<file path="src/rtl/ddr3_pkg.sv">
// Shared command codes, FSM states and grant-side type for the DDR3 read/write arbiter.
package ddr3_pkg;

  localparam logic [2:0] CMD_WRITE = 3'b000;
  localparam logic [2:0] CMD_READ  = 3'b001;

  typedef enum logic [1:0] {
    IDLE,
    WR_ISSUE,
    RD_ISSUE
  } arb_state_t;

  typedef enum logic {
    SIDE_WRITE,
    SIDE_READ
  } arb_side_t;

  function automatic arb_side_t other_side(input arb_side_t s);
    return (s == SIDE_WRITE) ? SIDE_READ : SIDE_WRITE;
  endfunction

endpackage

</file>
<file path="src/rtl/ddr3_rw_arbiter_if.sv">
// DDR3 controller user-port (app_*) bundle; master is the arbiter, slave is the controller.
interface ddr3_rw_arbiter_if #(
  parameter int ADDR_WIDTH     = 28,
  parameter int APP_DATA_WIDTH = 64,
  parameter int APP_MASK_WIDTH = 8
);
  logic                      app_rdy;
  logic                      app_wdf_rdy;
  logic                      app_rd_data_valid;
  logic [APP_DATA_WIDTH-1:0] app_rd_data;
  logic                      app_en;
  logic [2:0]                app_cmd;
  logic [ADDR_WIDTH-1:0]     app_addr;
  logic [APP_DATA_WIDTH-1:0] app_wdf_data;
  logic                      app_wdf_wren;
  logic                      app_wdf_end;
  logic [APP_MASK_WIDTH-1:0] app_wdf_mask;
  logic                      app_burst;

  modport master (
    input  app_rdy, app_wdf_rdy, app_rd_data_valid, app_rd_data,
    output app_en, app_cmd, app_addr, app_wdf_data, app_wdf_wren, app_wdf_end,
           app_wdf_mask, app_burst
  );

  modport slave (
    output app_rdy, app_wdf_rdy, app_rd_data_valid, app_rd_data,
    input  app_en, app_cmd, app_addr, app_wdf_data, app_wdf_wren, app_wdf_end,
           app_wdf_mask, app_burst
  );
endinterface

</file>
<file path="src/rtl/ddr3_rd_credit.sv">
// Tracks read commands in flight, gates new reads at the limit, flags unexpected read beats.
module ddr3_rd_credit #(
  parameter int MAX_OUTSTANDING = 8
) (
  input  logic                                 clk,
  input  logic                                 rst,
  input  logic                                 rd_accept,
  input  logic                                 rd_beat,
  output logic [$clog2(MAX_OUTSTANDING+1)-1:0] rd_outstanding,
  output logic                                 rd_avail,
  output logic                                 rd_underflow
);
  localparam int CNT_WIDTH = $clog2(MAX_OUTSTANDING + 1);
  localparam logic [CNT_WIDTH-1:0] CNT_MAX = CNT_WIDTH'(MAX_OUTSTANDING);

  assign rd_avail = (rd_outstanding < CNT_MAX);

  always_ff @(posedge clk or posedge rst) begin
    if (rst) begin
      rd_outstanding <= '0;
      rd_underflow   <= 1'b0;
    end else if (rd_accept && !rd_beat) begin
      if (rd_outstanding != CNT_MAX) rd_outstanding <= rd_outstanding + CNT_WIDTH'(1);
    end else if (rd_beat && !rd_accept) begin
      if (rd_outstanding == '0) rd_underflow <= 1'b1;
      else                      rd_outstanding <= rd_outstanding - CNT_WIDTH'(1);
    end
  end
endmodule

</file>
<file path="src/rtl/ddr3_rw_arbiter.sv">
// Shares one DDR3 app_* port between a write and a read requester with bounded-run round-robin.
module ddr3_rw_arbiter
  import ddr3_pkg::*;
#(
  parameter int ADDR_WIDTH      = 28,
  parameter int APP_DATA_WIDTH  = 64,
  parameter int APP_MASK_WIDTH  = 8,
  parameter int USER_ADDR_WIDTH = 16,
  parameter int USER_DATA_WIDTH = 48,
  parameter int MAX_RUN         = 8,
  parameter int MAX_OUTSTANDING = 8
) (
  input  logic                                 clk,
  input  logic                                 rst,
  input  logic                                 init_calib_complete,
  ddr3_rw_arbiter_if.master                    app,
  input  logic                                 wr_valid,
  output logic                                 wr_ready,
  input  logic [USER_ADDR_WIDTH-1:0]           wr_addr,
  input  logic [USER_DATA_WIDTH-1:0]           wr_data,
  input  logic                                 rd_valid,
  output logic                                 rd_ready,
  input  logic [USER_ADDR_WIDTH-1:0]           rd_addr,
  output logic                                 rsp_valid,
  output logic [USER_DATA_WIDTH-1:0]           rsp_data,
  output logic [$clog2(MAX_OUTSTANDING+1)-1:0] rd_outstanding,
  output logic                                 rd_underflow
);
  localparam int RUN_WIDTH = $clog2(MAX_RUN + 1);
  localparam logic [RUN_WIDTH-1:0] RUN_MAX = RUN_WIDTH'(MAX_RUN);

  arb_state_t                state_q, state_n;
  arb_side_t                 last_q, last_n, grant_side;
  logic [RUN_WIDTH-1:0]      run_q, run_n;
  logic                      en_q, en_n, wren_q, wren_n;
  logic [2:0]                cmd_q, cmd_n;
  logic [ADDR_WIDTH-1:0]     addr_q, addr_n;
  logic [APP_DATA_WIDTH-1:0] data_q, data_n;
  logic                      rd_avail, wr_elig, rd_elig, grant_valid, rd_accept;

  assign wr_elig   = wr_valid & init_calib_complete;
  assign rd_elig   = rd_valid & init_calib_complete & rd_avail;
  assign rd_accept = (state_q == RD_ISSUE) & en_q & app.app_rdy;

  ddr3_rd_credit #(.MAX_OUTSTANDING(MAX_OUTSTANDING)) u_rd_credit (
    .clk           (clk),
    .rst           (rst),
    .rd_accept     (rd_accept),
    .rd_beat       (app.app_rd_data_valid),
    .rd_outstanding(rd_outstanding),
    .rd_avail      (rd_avail),
    .rd_underflow  (rd_underflow)
  );

  // run_q==0 only before the first grant; last_q resets to READ so that tie goes to write.
  always_comb begin
    grant_valid = 1'b0;
    grant_side  = last_q;
    if (wr_elig && rd_elig) begin
      grant_valid = 1'b1;
      if (run_q == '0)          grant_side = SIDE_WRITE;
      else if (run_q < RUN_MAX) grant_side = last_q;
      else                      grant_side = other_side(last_q);
    end else if (wr_elig) begin
      grant_valid = 1'b1;
      grant_side  = SIDE_WRITE;
    end else if (rd_elig) begin
      grant_valid = 1'b1;
      grant_side  = SIDE_READ;
    end
  end

  always_comb begin
    state_n  = state_q;
    last_n   = last_q;
    run_n    = run_q;
    en_n     = en_q;
    cmd_n    = cmd_q;
    addr_n   = addr_q;
    wren_n   = wren_q;
    data_n   = data_q;
    wr_ready = 1'b0;
    rd_ready = 1'b0;
    case (state_q)
      IDLE: begin
        if (grant_valid) begin
          en_n = 1'b1;
          if (grant_side == SIDE_WRITE) begin
            wr_ready = 1'b1;
            state_n  = WR_ISSUE;
            cmd_n    = CMD_WRITE;
            addr_n   = ADDR_WIDTH'(wr_addr);
            wren_n   = 1'b1;
            data_n   = APP_DATA_WIDTH'(wr_data);
          end else begin
            rd_ready = 1'b1;
            state_n  = RD_ISSUE;
            cmd_n    = CMD_READ;
            addr_n   = ADDR_WIDTH'(rd_addr);
          end
          if (grant_side == last_q) begin
            run_n = (run_q < RUN_MAX) ? run_q + RUN_WIDTH'(1) : RUN_MAX;
          end else begin
            run_n  = RUN_WIDTH'(1);
            last_n = grant_side;
          end
        end
      end
      // Command and write-data strobes retire independently; leave once both are gone.
      WR_ISSUE: begin
        if (en_q && app.app_rdy) begin
          en_n   = 1'b0;
          cmd_n  = CMD_WRITE;
          addr_n = '0;
        end
        if (wren_q && app.app_wdf_rdy) begin
          wren_n = 1'b0;
          data_n = '0;
        end
        if (!en_n && !wren_n) state_n = IDLE;
      end
      RD_ISSUE: begin
        if (app.app_rdy) begin
          en_n    = 1'b0;
          cmd_n   = CMD_WRITE;
          addr_n  = '0;
          state_n = IDLE;
        end
      end
      default: state_n = IDLE;
    endcase
  end

  always_ff @(posedge clk or posedge rst) begin
    if (rst) begin
      state_q   <= IDLE;
      last_q    <= SIDE_READ;
      run_q     <= '0;
      en_q      <= 1'b0;
      cmd_q     <= CMD_WRITE;
      addr_q    <= '0;
      wren_q    <= 1'b0;
      data_q    <= '0;
      rsp_valid <= 1'b0;
      rsp_data  <= '0;
    end else begin
      state_q   <= state_n;
      last_q    <= last_n;
      run_q     <= run_n;
      en_q      <= en_n;
      cmd_q     <= cmd_n;
      addr_q    <= addr_n;
      wren_q    <= wren_n;
      data_q    <= data_n;
      rsp_valid <= app.app_rd_data_valid;
      rsp_data  <= USER_DATA_WIDTH'(app.app_rd_data);
    end
  end

  assign app.app_en       = en_q;
  assign app.app_cmd      = cmd_q;
  assign app.app_addr     = addr_q;
  assign app.app_wdf_data = data_q;
  assign app.app_wdf_wren = wren_q;
  assign app.app_wdf_end  = wren_q;
  assign app.app_wdf_mask = '0;
  assign app.app_burst    = 1'b0;
endmodule

</file>
<file path="src/flat_wrapper.sv">
// flat-port wrapper written by rule: the top's interface ports become plain ports
module ddr3_rw_arbiter_flat import ddr3_pkg::*;
#(
  parameter int ADDR_WIDTH      = 28,
  parameter int APP_DATA_WIDTH  = 64,
  parameter int APP_MASK_WIDTH  = 8,
  parameter int USER_ADDR_WIDTH = 16,
  parameter int USER_DATA_WIDTH = 48,
  parameter int MAX_RUN         = 8,
  parameter int MAX_OUTSTANDING = 8
)
  (clk, rst, init_calib_complete, wr_valid, wr_ready, wr_addr, wr_data, rd_valid, rd_ready, rd_addr, rsp_valid, rsp_data, rd_outstanding, rd_underflow, app_app_rdy, app_app_wdf_rdy, app_app_rd_data_valid, app_app_rd_data, app_app_en, app_app_cmd, app_app_addr, app_app_wdf_data, app_app_wdf_wren, app_app_wdf_end, app_app_wdf_mask, app_app_burst);
  ddr3_rw_arbiter_if #(.ADDR_WIDTH(ADDR_WIDTH), .APP_DATA_WIDTH(APP_DATA_WIDTH), .APP_MASK_WIDTH(APP_MASK_WIDTH)) app_i ();
  input  logic clk;
  input  logic rst;
  input  logic init_calib_complete;
  input  logic wr_valid;
  output logic wr_ready;
  input  logic [USER_ADDR_WIDTH-1:0] wr_addr;
  input  logic [USER_DATA_WIDTH-1:0] wr_data;
  input  logic rd_valid;
  output logic rd_ready;
  input  logic [USER_ADDR_WIDTH-1:0] rd_addr;
  output logic rsp_valid;
  output logic [USER_DATA_WIDTH-1:0] rsp_data;
  output logic [$clog2(MAX_OUTSTANDING+1)-1:0] rd_outstanding;
  output logic rd_underflow;
  input wire logic [$bits(app_i.app_rdy)-1:0] app_app_rdy;
  input wire logic [$bits(app_i.app_wdf_rdy)-1:0] app_app_wdf_rdy;
  input wire logic [$bits(app_i.app_rd_data_valid)-1:0] app_app_rd_data_valid;
  input wire logic [$bits(app_i.app_rd_data)-1:0] app_app_rd_data;
  output wire logic [$bits(app_i.app_en)-1:0] app_app_en;
  output wire logic [$bits(app_i.app_cmd)-1:0] app_app_cmd;
  output wire logic [$bits(app_i.app_addr)-1:0] app_app_addr;
  output wire logic [$bits(app_i.app_wdf_data)-1:0] app_app_wdf_data;
  output wire logic [$bits(app_i.app_wdf_wren)-1:0] app_app_wdf_wren;
  output wire logic [$bits(app_i.app_wdf_end)-1:0] app_app_wdf_end;
  output wire logic [$bits(app_i.app_wdf_mask)-1:0] app_app_wdf_mask;
  output wire logic [$bits(app_i.app_burst)-1:0] app_app_burst;
  assign app_i.app_rdy = app_app_rdy;
  assign app_i.app_wdf_rdy = app_app_wdf_rdy;
  assign app_i.app_rd_data_valid = app_app_rd_data_valid;
  assign app_i.app_rd_data = app_app_rd_data;
  assign app_app_en = app_i.app_en;
  assign app_app_cmd = app_i.app_cmd;
  assign app_app_addr = app_i.app_addr;
  assign app_app_wdf_data = app_i.app_wdf_data;
  assign app_app_wdf_wren = app_i.app_wdf_wren;
  assign app_app_wdf_end = app_i.app_wdf_end;
  assign app_app_wdf_mask = app_i.app_wdf_mask;
  assign app_app_burst = app_i.app_burst;
  ddr3_rw_arbiter #(.ADDR_WIDTH(ADDR_WIDTH), .APP_DATA_WIDTH(APP_DATA_WIDTH), .APP_MASK_WIDTH(APP_MASK_WIDTH), .USER_ADDR_WIDTH(USER_ADDR_WIDTH), .USER_DATA_WIDTH(USER_DATA_WIDTH), .MAX_RUN(MAX_RUN), .MAX_OUTSTANDING(MAX_OUTSTANDING)) u_core (.clk(clk), .rst(rst), .init_calib_complete(init_calib_complete), .app(app_i), .wr_valid(wr_valid), .wr_ready(wr_ready), .wr_addr(wr_addr), .wr_data(wr_data), .rd_valid(rd_valid), .rd_ready(rd_ready), .rd_addr(rd_addr), .rsp_valid(rsp_valid), .rsp_data(rsp_data), .rd_outstanding(rd_outstanding), .rd_underflow(rd_underflow));
endmodule
</file>
<file path="config.mk">
export PLATFORM = sky130hd
export DESIGN_NAME = ddr3_rw_arbiter_flat
export DESIGN_NICKNAME = d
export VERILOG_FILES = /design/src/rtl/ddr3_pkg.sv /design/src/rtl/ddr3_rw_arbiter_if.sv /design/src/rtl/ddr3_rd_credit.sv /design/src/rtl/ddr3_rw_arbiter.sv /design/src/flat_wrapper.sv
export SDC_FILE = /design/constraint.sdc
export NUM_CORES = 1
export LEC_CHECK = 0
export CAP_MARGIN = 20
export CORE_AREA = 2 2 123 125
export CTS_CLUSTER_DIAMETER = 40
export DETAILED_ROUTE_END_ITERATION = 8
export DIE_AREA = 0 0 125 127
export GPL_TIMING_DRIVEN = 0
export PLACE_DENSITY = 0.78
export RECOVER_POWER = 25
export SYNTH_ARGS = -nofsm -noshare
export SYNTH_HDL_FRONTEND = slang
export SYNTH_SLANG_ARGS = --single-unit
</file>
<file path="constraint.sdc">
create_clock -name clk -period 8.65 [get_ports clk]
set_input_delay 2.1625 -clock clk [delete_from_list [all_inputs] [get_ports clk]]
set_output_delay 2.1625 -clock clk [all_outputs]
set_load 0.05 [all_outputs]
</file>
; ---- After elaboration in Yosys (flattened, before gate mapping)
; Index checks and enable logic that the tools add are counted.
[totals]
input_bits = 152
ff_bits = 158
out_inout_bits = 163
[classes]
reduce_logical = 25
mux = 50
addsub = 3
bitwise_logic = 7
n_eq_ne = 12
n_lt_le_gt_ge = 2
[ops]
columns = op, n
row1 = 64-bit two-way mux, 3
row2 = 64-bit case mux with 2 select lines, 1
row3 = 28-bit two-way mux, 3
row4 = 28-bit case mux with 3 select lines, 1
row5 = 1-bit two-way mux, 24
row6 = 4-bit two-way mux, 6
row7 = 3-bit AND reduction, 6
row8 = 16-bit two-way mux, 1
row9 = 2-bit by 1-bit inequality test with 1-bit output (second input constant), 5
row10 = 3-bit two-way mux, 3
row11 = 3-bit case mux with 3 select lines, 1
row12 = 4-bit by 1-bit adder with 4-bit output (second input constant), 2
row13 = 4-bit logical NOT, 2
row14 = 4-bit < comparator (second input constant), 2
row15 = 2-bit two-way mux, 4
row16 = 4-bit AND reduction, 2
row17 = 1-bit logical AND, 6
row18 = 2-bit inequality test (second input constant), 3
row19 = 2-bit case mux with 3 select lines, 1
row20 = 1-bit bitwise AND, 5
row21 = 1-bit logical NOT, 4
row22 = 4-bit inequality test (second input constant), 1
row23 = 2-bit nonzero test, 2
row24 = 4-bit by 1-bit subtractor with 4-bit output (second input constant), 1
row25 = other kinds (9), 10

; ---- Depth between registers and ports, before layout
[logic_depth]
depth_word = 8
ltp_mapped = 12

; ---- Cells and area by module
; From an unflattened synthesis, not the netlist that was laid out.
[hier_totals]
cells_unflattened = 435
area_unflattened_um2 = 5506.5
[by_module_without_submodules]
columns = module, instances, cells_each, seq_area_each_um2, area_each_um2
row1 = ddr3_rw_arbiter, 1, 400, 3079.2, 5163.7
row2 = ddr3_rd_credit, 1, 35, 125.1, 342.8

; ---- Worst setup path after synthesis
; No wires, ideal clock.
[synth_path]
path_kind = input -> output
startpoint = input rd_valid
endpoint = output rd_ready
arrival_ps = 3338
path_slack_ps = 3150
n_path_buf = 2
cell_stages = 6
cell_sequence = nor2b_1 -> buf_4 -> a22oi_1 -> nor2_1 -> buf_2 -> and2_1
[synth_between]
elab_chain_len = 8
[synth_rtl]
columns = element, line
row1 = "start, declared", flat_wrapper.sv:21  ; input logic rd_valid;
row2 = 1-bit bitwise AND * (2 in a row), ddr3_rw_arbiter.sv:42  ; assign rd_elig = rd_valid & init_calib_complete & rd_avail;
row3 = 1-bit two-way mux, ddr3_rw_arbiter.sv:67  ; end else if (rd_elig) begin
row4 = 1-bit two-way mux, ddr3_rw_arbiter.sv:64  ; end else if (wr_elig) begin
row5 = 1-bit two-way mux, ddr3_rw_arbiter.sv:59  ; if (wr_elig && rd_elig) begin
row6 = 1-bit two-way mux, ddr3_rw_arbiter.sv:88  ; if (grant_side == SIDE_WRITE) begin
row7 = 1-bit two-way mux *, ddr3_rw_arbiter.sv:86  ; if (grant_valid) begin
row8 = 1-bit two-way mux *, ddr3_rw_arbiter.sv:84  ; case (state_q)
row9 = "end, declared", flat_wrapper.sv:22  ; output logic rd_ready;
; Mark *: on every way between the ends. The rest lies on a longest branch, timed or not.

; ---- Final worst setup path
; Ends and elaborated chain as after synthesis.

==> metrics.md <==
| Metric | Value |
|---|---|
| Most frequent cells in the layout | `clkdlybuf4s50_1, dfrtp_1, a22o_1, dlygate4sd3_1, buf_4` |
| Syn Inst Count | `381` |
| Tmin final | `6.61 ns` |
| Worst Path Arrival | `4.44 ns` |
| Met2 usage | `30.1%` |
| Failing checks | `max-capacitance violations, max-slew violations` |
| Grt ovf | `0` |
| All-Layer GR Usage | `17.8%` |
| Die Y | `127 µm` |
| Share of the synthesized area in the top cell type | `63.1%` |
| Critical path class | `primary input to primary output` |
| Final Slew Violations | `55` |
| CTS Buf Count | `17` |
| Hold buffers post-CTS | `0` |
| Worst-path clk slew | `0.06 ns` |
| Startpoint types | `primary input` |
| Vias per cell | `4.55` |
| Post-Layout Cell Count | `896` |
| Area growth syn-to-layout | `71.1%` |
| Fraction of layout cells with a size suffix above 1 | `14.5%` |
| Cell Area, Synth | `5040 µm²` |
| Resized cells post-CTS | `0` |
| Register bit total from synthesis | `128` |
| Global-route wire length before repair | `21,900 µm` |
| Crit end category | `primary output` |
| Residual DRC | `0` |
| Cell taking the most area after synthesis | `dfrtp_1` |
| Total power | `3.34 mW` |
| I/O Pins | `315` |
| Main area contributors after synthesis | `dfrtp_1, a22o_1, buf_4` |
| Met3 Resource Use GR | `5.82%` |
| DP Cell Count | `863` |
| Layer with the highest usage | `met2` |
| Period utilization | `76.4%` |
| Nets@finish | `861` |
| Drt total wl | `14,400 µm` |
| Postcts setup bufs | `0` |
| Final Core Density | `59.8%` |
| Max Cap Viol | `1` |
| Final Hold Fails | `0` |
| Root buffer cell | `clkbuf_16` |
| Clock buffer depth | `2` |
| Avg WL per Cell | `16.1 µm` |
| Clk Latency, worst-skew pair | `0.41 ns` |
| Status | `finished, violations left` |
| Synth cell types | `40` |
| Actual slew at the worst max-slew pin | `2.44 ns` |
| Die area | `15,900 µm²` |
| First DRT Iteration DRCs | `121` |
| Pre-CTS setup slack | `2.05 ns` |
| Power Density | `388 nW/µm²` |
| IO Port Bufs | `259` |
| Die width | `125 µm` |
| FP Rows | `44` |
| Gpl congestion | `0.810` |
| Detail Route Antenna Nets | `0` |
| Worst Hold Class | `flop to flop` |
| Fmax | `151 MHz` |
| Placed Area | `8040 µm²` |
| Vias in the first global route | `4,074` |
| Met1 Use GR | `21.1%` |
| Via Count | `4,081` |
| Largest net degree at the start of global routing | `75` |
| Leakage dissipation | `3.90 nW` |
| Post-route setup slack | `2.04 ns` |
| Peak supply drop | `0.000191 V` |
| Max FO, Critical Path | `10` |
| Core footprint | `14,400 µm²` |
| Clk_skew | `0.00873 ns` |
| Fin area | `8620 µm²` |
| First-pass iteration count of the detailed router | `4` |
| Syn. warnings | `0` |
| Final hold slack | `0.473 ns` |
| CTS tree | `yes` |
| Post-detail-place hpwl | `10,900 µm` |
| RSZ-0062 raised after global routing | `no` |
| Crit path required time | `6.49 ns` |
| Setup TNS | `0 ns` |
| Initial core utilization | `34.9%` |
| Initial antenna violation count | `0` |
| Syn Area/Cell | `13.2 µm²` |
| Setup violators final | `0` |
| Leading cell type in the layout, fill and taps excluded | `clkdlybuf4s50_1` |
| # clock sinks | `128` |
| Sequential share of the synthesized area | `63.6%` |
| H-tree levels | `4` |
| Slew margin rel. | `-63.2%` |
==> power breakdown <==
part           switching, mW  internal (mW)
sequential             0.127          0.796
clock                  0.271          0.429
combinational           1.09          0.630
total                   1.49           1.85
==> synth_stat cells, drive strengths merged <==
master / number
or2: 1
conb: 1
a22o: 50
o31ai: 4
nor3: 5
buf: 54
o22ai: 1
a21o: 3
o21a: 1
xor2: 2
clkbuf: 3
a2bb2oi: 2
a41oi: 1
nand3: 1
a211o: 1
a211oi: 1
nand4: 1
nor2: 6
a311o: 1
dfrtp: 127
and2: 1
nand2: 28
ha: 10
a22oi: 1
o41ai: 1
o21ai: 18
nor2b: 6
dfstp: 1
fa: 1
a21oi: 11
inv: 14
mux2i: 17
nand2b: 1
a31o: 1
xnor2: 4
==> path summary, 6_finish.rpt <==
kind                                   startpoint                         end  slack [ns]  cells past startpoint
max reg2reg                       u_core.run_q[0]  u_core.app.app_wdf_data[5]        6.24                      9
max in group asynchronous                     rst           u_core.state_q[1]        4.64                      3
max                                      rd_valid                    rd_ready        2.04                      8
min                        u_core.app.app_addr[7]      u_core.app.app_addr[7]        0.47                      2
min reg2reg                u_core.app.app_addr[7]      u_core.app.app_addr[7]        0.47                      2
min in group asynchronous                     rst         u_core.rsp_data[27]        2.88                      2
==> cells by family after synthesis <==
family                   count (synthesis)  synth area share [%]
flip-flops                             128                  63.6
AO/OA/AOI/OAI                           97                  15.3
buffers and inverters                   71                  9.16
AND/OR/NAND/NOR                         50                  4.52
multiplexers                            17                  3.38
adder cells (fa/ha/maj)                 11                  2.88
XOR/XNOR                                 6                  1.04
other                                    1                0.0744
==> routing by layer <==
layer | wire length (µm) | up-vias
met5 | 0 | -
met4 | 277 | 0
met3 | 1080 | 20
met2 | 7370 | 214
met1 | 5720 | 1958
li1 | - | 1889
==> worst max-delay path: stages <==
cell             delay (ns)
clkdlybuf4s50_1        0.45
nor2b_1                0.12
buf_4                  0.16
a22oi_1                0.09
nor2_1                 0.14
buf_2                  0.30
and2_1                 0.20
clkdlybuf4s50_1        0.81
==> registers in the layout, indices dropped and copies added, names as in the netlist <==
name / flops
u_core.rsp_valid: 1
u_core.app.app_cmd: 1
u_core.app.app_wdf_data: 48
u_core.app.app_en: 1
u_core.app.app_wdf_end: 1
u_core.state_q: 2
u_core.u_rd_credit.rd_underflow: 1
u_core.last_q: 1
u_core.app.app_addr: 16
u_core.run_q: 4
u_core.u_rd_credit.rd_outstanding: 4
u_core.rsp_data: 48
==> area by class of cell <==
class	instances	area (µm²)
Antenna cell	1	2.50
Buffer	57	409
Clock buffer	22	484
Clock inverter	10	100
Fill cell	1144	5800
Inverter	14	53.8
Multi-Input combinational cell	220	1520
Sequential cell	128	3200
Tap cell	184	230
Timing Repair Buffer	260	2620
Note: power is estimated with default switching activity, not from simulation.
